<file path="src/rtl/fetch_unit.sv">
// LEGv8 instruction-fetch stage: program counter, instruction-memory address and the
// IF/ID register. Branches resolve in ID with one delay slot, optionally squashed.
module fetch_unit #(
  parameter logic [63:0] RESET_PC        = 64'h0,
  parameter bit          FLUSH_ON_BRANCH = 1'b0,
  parameter logic [31:0] NOP_WORD        = 32'h0000_0000
) (
  input  logic        clk,
  input  logic        reset,
  input  logic        stall,
  input  logic        BrTaken,
  input  logic        UncondBr,
  output logic [63:0] imem_addr,
  input  logic [31:0] imem_data,
  output logic [31:0] instruction,
  output logic [63:0] pc_id,
  output logic [63:0] br_target
);

  logic [63:0] pc_q, pc_d;
  logic [31:0] instr_q, instr_d;
  logic [63:0] pc_id_q, pc_id_d;

  logic [63:0] br_offset;
  logic [63:0] pc_plus4;

  // Offsets are word counts; the 2-bit shift is folded into the concatenation.
  always_comb begin
    if (UncondBr) begin
      br_offset = {{36{instr_q[25]}}, instr_q[25:0], 2'b00};
    end else begin
      br_offset = {{43{instr_q[23]}}, instr_q[23:5], 2'b00};
    end
  end

  assign br_target = pc_id_q + br_offset;
  assign pc_plus4  = pc_q + 64'd4;

  // Stall holds everything, so a taken branch held in ID redirects exactly once.
  always_comb begin
    pc_d    = pc_q;
    instr_d = instr_q;
    pc_id_d = pc_id_q;
    if (!stall) begin
      pc_d    = BrTaken ? br_target : pc_plus4;
      pc_id_d = pc_q;
      if (FLUSH_ON_BRANCH && BrTaken) begin
        instr_d = NOP_WORD;
      end else begin
        instr_d = imem_data;
      end
    end
  end

  always_ff @(posedge clk) begin
    if (reset) begin
      pc_q    <= RESET_PC;
      instr_q <= NOP_WORD;
      pc_id_q <= RESET_PC;
    end else begin
      pc_q    <= pc_d;
      instr_q <= instr_d;
      pc_id_q <= pc_id_d;
    end
  end

  assign imem_addr   = pc_q;
  assign instruction = instr_q;
  assign pc_id       = pc_id_q;

endmodule

</file>
<file path="config.mk">
export PLATFORM = sky130hd
export DESIGN_NAME = fetch_unit
export DESIGN_NICKNAME = d
export VERILOG_FILES = /design/src/rtl/fetch_unit.sv
export SDC_FILE = /design/constraint.sdc
export NUM_CORES = 1
export LEC_CHECK = 0
export CAP_MARGIN = 15
export CORE_MARGIN = 2
export CORE_UTILIZATION = 52
export CTS_CLUSTER_DIAMETER = 200
export DETAILED_ROUTE_END_ITERATION = 10
export PLACE_DENSITY = 0.83
export SYNTH_ARGS = -nofsm -noshare
export SYNTH_HDL_FRONTEND = slang
export SYNTH_SLANG_ARGS = --single-unit
</file>
<file path="constraint.sdc">
create_clock -name clk -period 6.4 [get_ports clk]
set_clock_uncertainty 0.1 [all_clocks]
set_input_delay 0.96 -clock clk [delete_from_list [all_inputs] [get_ports clk]]
set_output_delay 0.96 -clock clk [all_outputs]
set_load 0.01 [all_outputs]
</file>
## After elaboration in Yosys (flattened, before gate mapping)

Cells that the tools add are included.

- Output and inout port bits: 224
- Word-level logic and storage cells: 7
- Register bits after elaboration: 160
- Input bits: 37

- Multiplexer cells: 2
- Add/subtract/negate cells: 2

Operators with widths:

| kind | number |
|---|---|
| 2-to-1 mux 64 bit | 2 |
| adder 64 x 3 -> 64 bit, second input constant | 1 |
| adder 64 bit | 1 |

## Logic depth before layout (Yosys ltp)

- Word-level depth: 3
- Depth in mapped cells: 16
- Depth with buffers taken out: 14

## Least setup slack after synthesis

Ideal clock, no wire load.

- Kind: in2out
- Start: in UncondBr
- End: out br_target[62]
- Path buffers: 2
- Cell stages on the path: 16
- Path slack: 764 ps
- Data arrival time: 4576 ps
- Data required time: 5340 ps
- Path through: clkbuf_1 > nand2b_1 > a21boi_0 > inv_1 > ha_1 > clkbuf_1 > and4_1 > and4_1 > nand2_1 > a211oi_1 > o21ai_1 > a31oi_1 > nor4_1 > nor3_1 > a21oi_1 > xnor2_1

- Cells in the longest elaborated chain, start to end: 2

Ends and longest elaborated chain:

| what | RTL line | RTL |
|---|---|---|
| from (decl) | 12 | `input logic UncondBr,` |
| 2-to-1 mux 64 bit | 29 | `if (UncondBr) begin` |
| adder 64 bit | 36 | `assign br_target = pc_id_q + br_offset;` |
| to (decl) | 17 | `output logic [63:0] br_target` |

No other way between the ends.

## Final worst setup path

- Start: in UncondBr
- End: out br_target[61]

Same word-level chain as after synthesis.

==> flow_summary.toml <==
[worst_setup_path]
gate_family_responsible_for_the_most_delay_along_the_worst_path = "compound AO/OA/AOI/OAI gates"
worst_setup_path_start_kind = "input pin"
worst-setup-path-type = "input pin to primary output"
critPathMostFrequentCell = "clkdlybuf4s50_1"
cp_max_fo = 20
critical_path.cell_chain = "clkdlybuf4s50_1 -> buf_12 -> mux2_2 -> ha_1 -> and4_1 -> nand3_1 -> a21oi_1 -> o311a_1 -> a41o_1 -> a31oi_2 -> o31ai_2 -> xor2_1 -> clkdlybuf4s50_1"
worstPathBufferInverterCount = 3
cp_slowest_stage_delay_ns = 0.59
worst_ep_required_time_ns = 5.34
critical_path_arrival_ns = 5.26
critPathCaptureType = "primary output"
critical_path.slowest_cell = "clkdlybuf4s50_1"

[global_route]
globalRouteTotalUtil_pct = 33.0
first_global_vias = 11424
grt_max_degree = 67
antenna_found_initial = 0
grt-ovfl-total = 0
grt_first_pass_wirelength_um = 60000

[worst_hold_path]
holdCritPathClass = "flop to flop"

[synth]
synth.top_cells.by_area = "dfxtp_1 28%, mux2i_1 8.6%, nor2_1 7.1%"
synth.yosys.warnings = 0
most_frequently_used_cell_type_in_the_post_synthesis_netlist = "nor2_1"
netlist_instances = 1446
ys_async_sr_fraction_pct = 0
synth-edff-count = 0
synth_nets = 1546
synthDistinctLibCells = 76
synth.cells.most_frequent = "212 x nor2_1, 160 x dfxtp_1, 127 x a21oi_1"
synth.yosys.seq_area_share_pct = 28.4
ys_seq_elements = 160
yosysTopAreaCell = "dfxtp_1"
ys_dominant_reg_cell = "dfxtp_1"
post_synthesis_instance_area_um2 = 11300
yosysTopAreaCellShare_pct = 28.4
synth.avg_cell_area_um2 = 7.80

[power_and_ir_drop]
p_leak_nw = 6.25
peakVddDrop_mv = 0.147
p_total_w = 0.00277
p_per_area_nw_per_um2 = 186

[final_layout]
n_antenna_cell = 0
finish.instance_area_um2 = 14900
final_net_count = 1786
area_delta_synth_final_pct = 32.2
layout-drive-gt1-share_pct = 8.18

[sta]
finalHoldWorstSlack_ns = 0.386
setup_ws_ns = 0.0757
number_of_pins_exceeding_their_max_slew_limit_in_the_final_report = 0
hold_viol_final = 0
timing.final.setup_violations = 0
tightestPinTransition_ns = 0.958
grt_setup_unrepaired = "false"
fin_crit_sh_pct = 98.8
max_clock_freq_ghz = 0.158
final.min_clock_period_ns = 6.32
setup-tns-final_ns = 0
slew-limit-headroom_pct = 36.1

[drt]
dr.pass1.iters = 6
detailed_route_wire_length_per_cell_um = 19.6
via_count = 12207
avgViaCountPerCell = 6.18
drc_errors = 0
first_iter_violations = 968
ant_nets = 0
route.final.wire_length_um = 38700

[clocking]
cts_root_buffer = "clkbuf_16"
cts_tree = "built"
cts.path.max_buffers = 2
clk_pin_slew_ns = 0.07
clock_sinks = 160
cts_buffers = 17
cts_max_level = 4
clk_latency_ns = 0.44

[floorplan]
fp.dieH_um = 151
floorplan.initialDensity_pct = 53.3
rows = 53
die-width_um = 151
die_area_um2 = 22900
floorplan.io_pins = 261
core_um2 = 21200

[place]
placed_area_um2 = 14200
dp.final_hpwl_um = 28700
io_buffer_count = 260
gp_congestion = 0.975
dp_slack_ns = -0.0268

[job]
max_cap_violations = 0

[run_status]
run_status = "finished clean"
## tightest hold or removal path: stages, from the launching register on
cell	delay, ns
dfxtp_1	0.33
nand2_1	0.06
a21oi_1	0.05
## where the power goes
part           internal (W)  switching, W
Combinational      0.000291      0.000323
Sequential          0.00104     0.0000555
Clock              0.000570      0.000500
## cells in the final DEF (no fill, tap or decap), drive strengths merged, types with 21 or more instances in the layout
master / count
o21ai: 89
a21oi: 129
and3: 21
mux2i: 97
inv: 34
dfxtp: 160
a211oi: 32
xor2: 31
a21o: 40
nand2: 115
nand4: 24
xnor2: 39
nor3: 38
nand3: 40
nor2: 212
ha: 62
clkdlybuf4s50: 257
buf: 50
## what timing repair did
action	4_1_cts	5_1_grt
gates resized for setup	1	10
pin swaps	1	0
endpoints found under the setup margin	1	14
hold buffers	0	0
buffers inserted	1	0
## layout make-up
type	instances	area, um^2
multi-input cells	1173	7670
fillers	1692	6260
flip-flops and latches	160	3200
repair buffers	307	2970
clock buffers	18	439
well taps	275	344
clock inverters	14	169
inverters	27	101
## path summary, 6_finish.rpt
kind | startpoint | endpoint | cells after the start | slack (ns)
setup / recovery | UncondBr | br_target[61] | 13 | 0.08
hold / removal | imem_addr[0]$_SDFFE_PP0P_ | imem_addr[0]$_SDFFE_PP0P_ | 2 | 0.39
setup reg to reg | imem_addr[6]$_SDFFE_PP0N_ | imem_addr[63]$_SDFFE_PP0N_ | 10 | 2.45
hold reg to reg | imem_addr[0]$_SDFFE_PP0P_ | imem_addr[0]$_SDFFE_PP0P_ | 2 | 0.39
## state kept, by name (all words and copies together) (netlist names)
name and flops:
pc_id 64, imem_addr 64, instruction 32
## kinds of logic after synthesis
| logic type | count (synthesis) | synth area share (%) |
|---|---|---|
| AOI/OAI and AO/OA | 400 | 22.8 |
| xor gates and xnor gates | 70 | 5.44 |
| adders and majority gates | 63 | 7.06 |
| buffers and inverters | 113 | 3.86 |
| DFF | 160 | 28.4 |
| muxes | 114 | 10.3 |
| and+or+nand+nor | 526 | 22.1 |
## routing by layer
metal  track usage (%)  share of wire (%)  vias to the layer above
met1              42.7                 42                     5745
li1                  -                  -                     5725
met4              13.7                3.5                        0
met2              53.7                 46                      635
met3              6.72                8.9                      102
met5                 0                  0                        -
## stage by stage
stage	utilization, %	cells
2_1_floorplan	-	1446
3_3_place_gp	67.3	1941
3_5_place_dp	67.3	1941
4_1_cts	70.2	1974
5_1_grt	70.4	1974
6_report	70.4	1974
Power figures use the tool's default switching activity.
==> patch 1 (config.mk and constraints unchanged) <==
The parameter `FLUSH_ON_BRANCH` goes from 1'b0 to 1'b1.
--- a/src/rtl/fetch_unit.sv
+++ b/src/rtl/fetch_unit.sv
@@ -2,7 +2,7 @@
 // IF/ID register. Branches resolve in ID with one delay slot, optionally squashed.
 module fetch_unit #(
   parameter logic [63:0] RESET_PC        = 64'h0,
-  parameter bit          FLUSH_ON_BRANCH = 1'b0,
+  parameter bit          FLUSH_ON_BRANCH = 1'b1,
   parameter logic [31:0] NOP_WORD        = 32'h0000_0000
 ) (
   input  logic        clk,
Function: changed (a bounded check fails within 4 cycles, from zero or initial values and one cycle with reset high).
==> patch 1 against the unedited design <==
- final area decreased by 0.96%
- setup slack improved by 79 ps
- total power decreased by 8.4%
- sequential cell count unchanged
- synthesized area increased by 0.57%
- hold slack got worse by 5.3 ps
- routed wire length increased by 1.6%
- die area increased by 0.55%
==> patch 1: results <==
export IMPL_yosysUniqueCellTypes=88
export IMPL_pre_cts_ws_ps=39.80
export IMPL_globalplace_congestion=0.9748
export IMPL_grtUsageTotal_pct=33.60
export IMPL_placed_area_um2=14090
export IMPL_cp_top_family="buffers and inverters"
export IMPL_max_vdd_ir_drop_mv=0.1448
export IMPL_nFillCells=1820
export IMPL_cellLeakagePower_nw=6.074
export IMPL_via_count=12210
export IMPL_status="complete, no violations"
export IMPL_synth_flop_cell="dfxtp_1"
export IMPL_crit_arrival_ps=5190
export IMPL_yosys_top_cells_area="dfxtp_1 28%, nor2_1 7.3%, ha_1 6.8%"
export IMPL_power_internal_mw=1.752
export IMPL_grt_pass1_vias=11270
export IMPL_slowest_stage="clkdlybuf4s50_1"
export IMPL_synth_nets=1563
export IMPL_clk_latency_ps=450
export IMPL_ys_seq_area_share_pct=28.26
export IMPL_grt_pass1_wl_um=60780
export IMPL_yosys_warnings=0
export IMPL_initialDrtViolationCount=1066
export IMPL_crit_path_max_fanout=25
export IMPL_r2r_start="instruction[5]"
export IMPL_avgViaCountPerCell=6.209
export IMPL_drive_above_1_share_pct=7.706
export IMPL_grt_start_max_net_pins=100
export IMPL_antenna_found_initial=0
export IMPL_io_buffers=260
export IMPL_slowest_delay_ps=590
export IMPL_nNetsFinal=1774
export IMPL_dp_hpwl_um=28570
export IMPL_postCtsSetupRepairBufs=0
export IMPL_synth_cells=1463
export IMPL_placedCellCount=1935
export IMPL_yosys_top_cells_count="221 x nor2_1, 160 x dfxtp_1, 145 x a21oi_1, 113 x nand2_1, 73 x o21ai_0"
export IMPL_dr_pass1_iters=5
export IMPL_drt_wl_total_um=39300
export IMPL_tightest_slew_ps=998.2
export IMPL_min_path_type="reg -> reg"
export IMPL_cts_root_buf="clkbuf_16"
-- patch 1: area by class of cell --
| class | instances | area share (%) |
|---|---|---|
| multi-input combinational | 1179 | 51.76 |
| sequential | 160 | 21.71 |
| timing repair buffer | 292 | 19.56 |
| clock buffer | 18 | 2.977 |
| tap | 280 | 2.374 |
| clock inverter | 14 | 1.009 |
| inverter | 24 | 0.6106 |
-- patch 1: logic make-up (layout without fill, tap and decap cells) --
group,count (synthesis),after routing,share of synthesized area (%)
AND/OR/NAND/NOR,529,529,22.31
flip-flops,160,160,28.26
multiplexers,81,81,7.351
buffers and inverters,124,348,4.989
adder cells (fa/ha/maj),63,63,7.020
AO/OA/AOI/OAI,436,436,24.60
XOR/XNOR,70,70,5.475
-- patch 1: what timing repair did --
item,in CTS,in global routing
hold endpoints to repair,0,0
setup endpoints to repair,0,10
resized for setup,0,18
-- patch 1: worst min-delay path: stages, from the launching register on --
cell and delay, ps:
dfxtp_1 320, nand2_1 50, a21oi_1 60
-- patch 1: final timing paths --
check / to / slack [ps] / cells past startpoint
max: br_target[56] / 150 / 15
min: imem_addr[0] / 380 / 2
max reg2reg: imem_addr[40] / 2470 / 17
min reg2reg: imem_addr[0] / 380 / 2
-- patch 1: power by group through the flow --
| stage | registers, mW | logic [mW] | clock network, mW |
|---|---|---|---|
| final | 1.07 | 0.433 | 1.04 |
| after global routing | 1.07 | 0.464 | 1.08 |
| after CTS | 1.07 | 0.428 | 1.05 |
| after detailed placement | 1.09 | 0.425 | 0 |
| after global placement | 1.09 | 0.421 | 0 |
| after floorplan | 1.09 | 0.229 | 0 |
-- patch 1: layer usage --
metal | vias to the layer above | GRT usage [%] | wire (um)
met3 | 98 | 6.287 | 3399
met4 | 0 | 14.63 | 1404
met1 | 5723 | 45.20 | 16960
met2 | 626 | 52.55 | 17540
met5 | - | 0 | 0
li1 | 5766 | - | -
-- patch 1: per-stage QoR --
stage / utilization, % / total power, mW
2_1_floorplan: - / 1.315
3_3_place_gp: 65.17 / 1.509
3_5_place_dp: 65.17 / 1.513
4_1_cts: 67.89 / 2.539
5_1_grt: 68.24 / 2.617
6_report: 68.24 / 2.541
==> patch 2 (same flow settings) <==
Without the edit above. Reset style: asynchronous (`reset`), changed in one clocked block.
--- a/src/rtl/fetch_unit.sv
+++ b/src/rtl/fetch_unit.sv
@@ -52,7 +52,7 @@
     end
   end
 
-  always_ff @(posedge clk) begin
+  always_ff @(posedge clk or posedge reset) begin
     if (reset) begin
       pc_q    <= RESET_PC;
       instr_q <= NOP_WORD;
Check against the original RTL: differs if reset is asserted again (counterexample within 4 cycles, from zero or initial values and one cycle with reset high); with reset held inactive, the same outputs for 4 cycles.
==> patch 2 against the unedited design <==
- routed wire length shrank 7.3%
- setup slack gained 120 ps
- synthesized area shrank 0.98%
- cell count shrank 11%
- sequential cell count is the same
- hold slack gained 24 ps
- via count shrank 12%
- final area shrank 1.3%
Power is left out: it rests on default switching activity, and per cell area and clock period it moved more than threefold.
==> patch 2: results <==
export IMPL_status="complete, no violations"
export IMPL_initialDrtViolationCount=834
export IMPL_synth_flop_cell="dfrtp_1"
export IMPL_yosysUniqueCellTypes=71
export IMPL_worstHoldStart="instruction[30]"
export IMPL_avgViaCountPerCell=6.136
export IMPL_dr_pass1_iters=6
export IMPL_cts_made_buffers=17
export IMPL_crit_arrival_ps=5140
export IMPL_dp_hpwl_um=26360
export IMPL_grtUsageTotal_pct=31.95
export IMPL_hold_depth=1
export IMPL_antenna_found_initial=0
export IMPL_met1_length_um=14720
export IMPL_cts_root_buf="clkbuf_16"
export IMPL_drive_above_1_share_pct=13.70
export IMPL_hold_path_endpoint="instruction[30]"
export IMPL_dr_wl_met2_um=17540
export IMPL_synth_edff_count=0
export IMPL_grt_pass1_wl_um=56750
export IMPL_reg2reg_slack_ps=2530
export IMPL_top_layer="met4"
export IMPL_dr_wl_met3_um=2648
export IMPL_async_flop_share_pct=100.0
export IMPL_yosys_top_cells_area="dfrtp_1 36%, mux2_2 11%, ha_1 6.9%"
export IMPL_diodes=0
export IMPL_io_buffers=260
export IMPL_min_path_type="reg -> reg"
export IMPL_ys_seq_area_share_pct=35.87
export IMPL_htree_levels=4
export IMPL_whs_ps=409.9
export IMPL_synth_nets=1330
export IMPL_worst_r2r_path_depth=10
export IMPL_grt_start_max_net_pins=84
export IMPL_nNetsFinal=1561
export IMPL_clk_latency_ps=440
export IMPL_yosys_warnings=0
export IMPL_drv_cap=0
export IMPL_drt_wl_total_um=35840
export IMPL_grt_pass1_vias=10560
export IMPL_globalplace_congestion=0.9335
export IMPL_r2r_end="imem_addr[60]"
export IMPL_r2r_start="imem_addr[2]"
export IMPL_startpoint="UncondBr"
export IMPL_clkTransAtPathRegs_ps=70
export IMPL_crit_path_max_fanout=24
export IMPL_nFillCells=1602
export IMPL_tightest_slew_ps=1172
export IMPL_yosys_top_cells_count="160 x dfrtp_1, 139 x nand2_1, 112 x mux2_2, 102 x a21oi_1, 88 x o21ai_0"
## patch 2: cell types whose count changed after synthesis, sizes merged, moves of 23 or more
cell	delta
a21oi	-24
nor2	-131
mux2i	-93
mux2	+97
dfxtp	-160
a211oi	-30
nor3	-23
nand2	+25
dfrtp	+160
## patch 2: how the worst max path moves through the flow
stage / endpoint / slack, ps / cells past startpoint
final: br_target[59] / 200 / 15
after global routing: br_target[61] / -30 / 15
after CTS: br_target[61] / 30 / 15
after detailed placement: br_target[53] / 90 / 15
after global placement: br_target[53] / 120 / 15
after floorplan: br_target[60] / 800 / 13
## patch 2: worst max-delay path, cell delays in order
cell             delay [ps]
clkdlybuf4s50_1         540
buf_12                  200
mux2_2                  360
ha_2                    410
nand2_1                  80
or3_1                   350
nor3_2                  200
nand4_1                 120
a21o_1                  190
a311o_1                 400
a21oi_4                 200
a21oi_2                 130
o21ai_1                 190
xor2_1                  230
clkdlybuf4s50_1         580
## patch 2: through the flow
stage / std cells / area [um^2] / setup WS (ps)
after floorplan: 1230 / 11160 / 802.6
after global placement: 1715 / 14010 / 119.9
after detailed placement: 1715 / 14010 / 87.09
after CTS: 1747 / 14630 / 27.30
after global routing: 1749 / 14700 / -31.29
final: 1749 / 14700 / 198.4
## patch 2: what timing repair did
item / in CTS / in global routing
gates resized for setup: 0 / 16
buffers inserted: 0 / 2
endpoints found under the hold margin: 0 / 0
setup endpoints to repair: 0 / 14
## patch 2: layout make-up
class / count / area [um^2] / share of cell area, %
Clock buffer: 17 / 425.4 / 2.893
Tap cell: 275 / 344.1 / 2.340
Clock inverter: 15 / 193.9 / 1.319
Timing Repair Buffer: 284 / 2819 / 19.17
Sequential cell: 160 / 4004 / 27.23
Multi-Input combinational cell: 974 / 6822 / 46.40
Inverter: 24 / 95.09 / 0.6468
## patch 2: kinds of logic (layout without fill, tap and decap cells)
| logic type | after synthesis | in the layout | share of synthesized area [%] |
|---|---|---|---|
| simple gates | 374 | 374 | 16.06 |
| flops | 160 | 160 | 35.87 |
| xor+xnor | 91 | 91 | 7.275 |
| compound gates | 328 | 328 | 18.34 |
| mux | 118 | 118 | 11.86 |
| fa+ha+maj | 63 | 63 | 7.129 |
| buf+inv | 96 | 340 | 3.464 |
## patch 2: layer usage
layer	vias to the layer above	global-route usage [%]
li1	4927	-
met1	5223	41.62
met2	503	53.61
met3	78	6.212
met4	0	10.14
met5	-	0
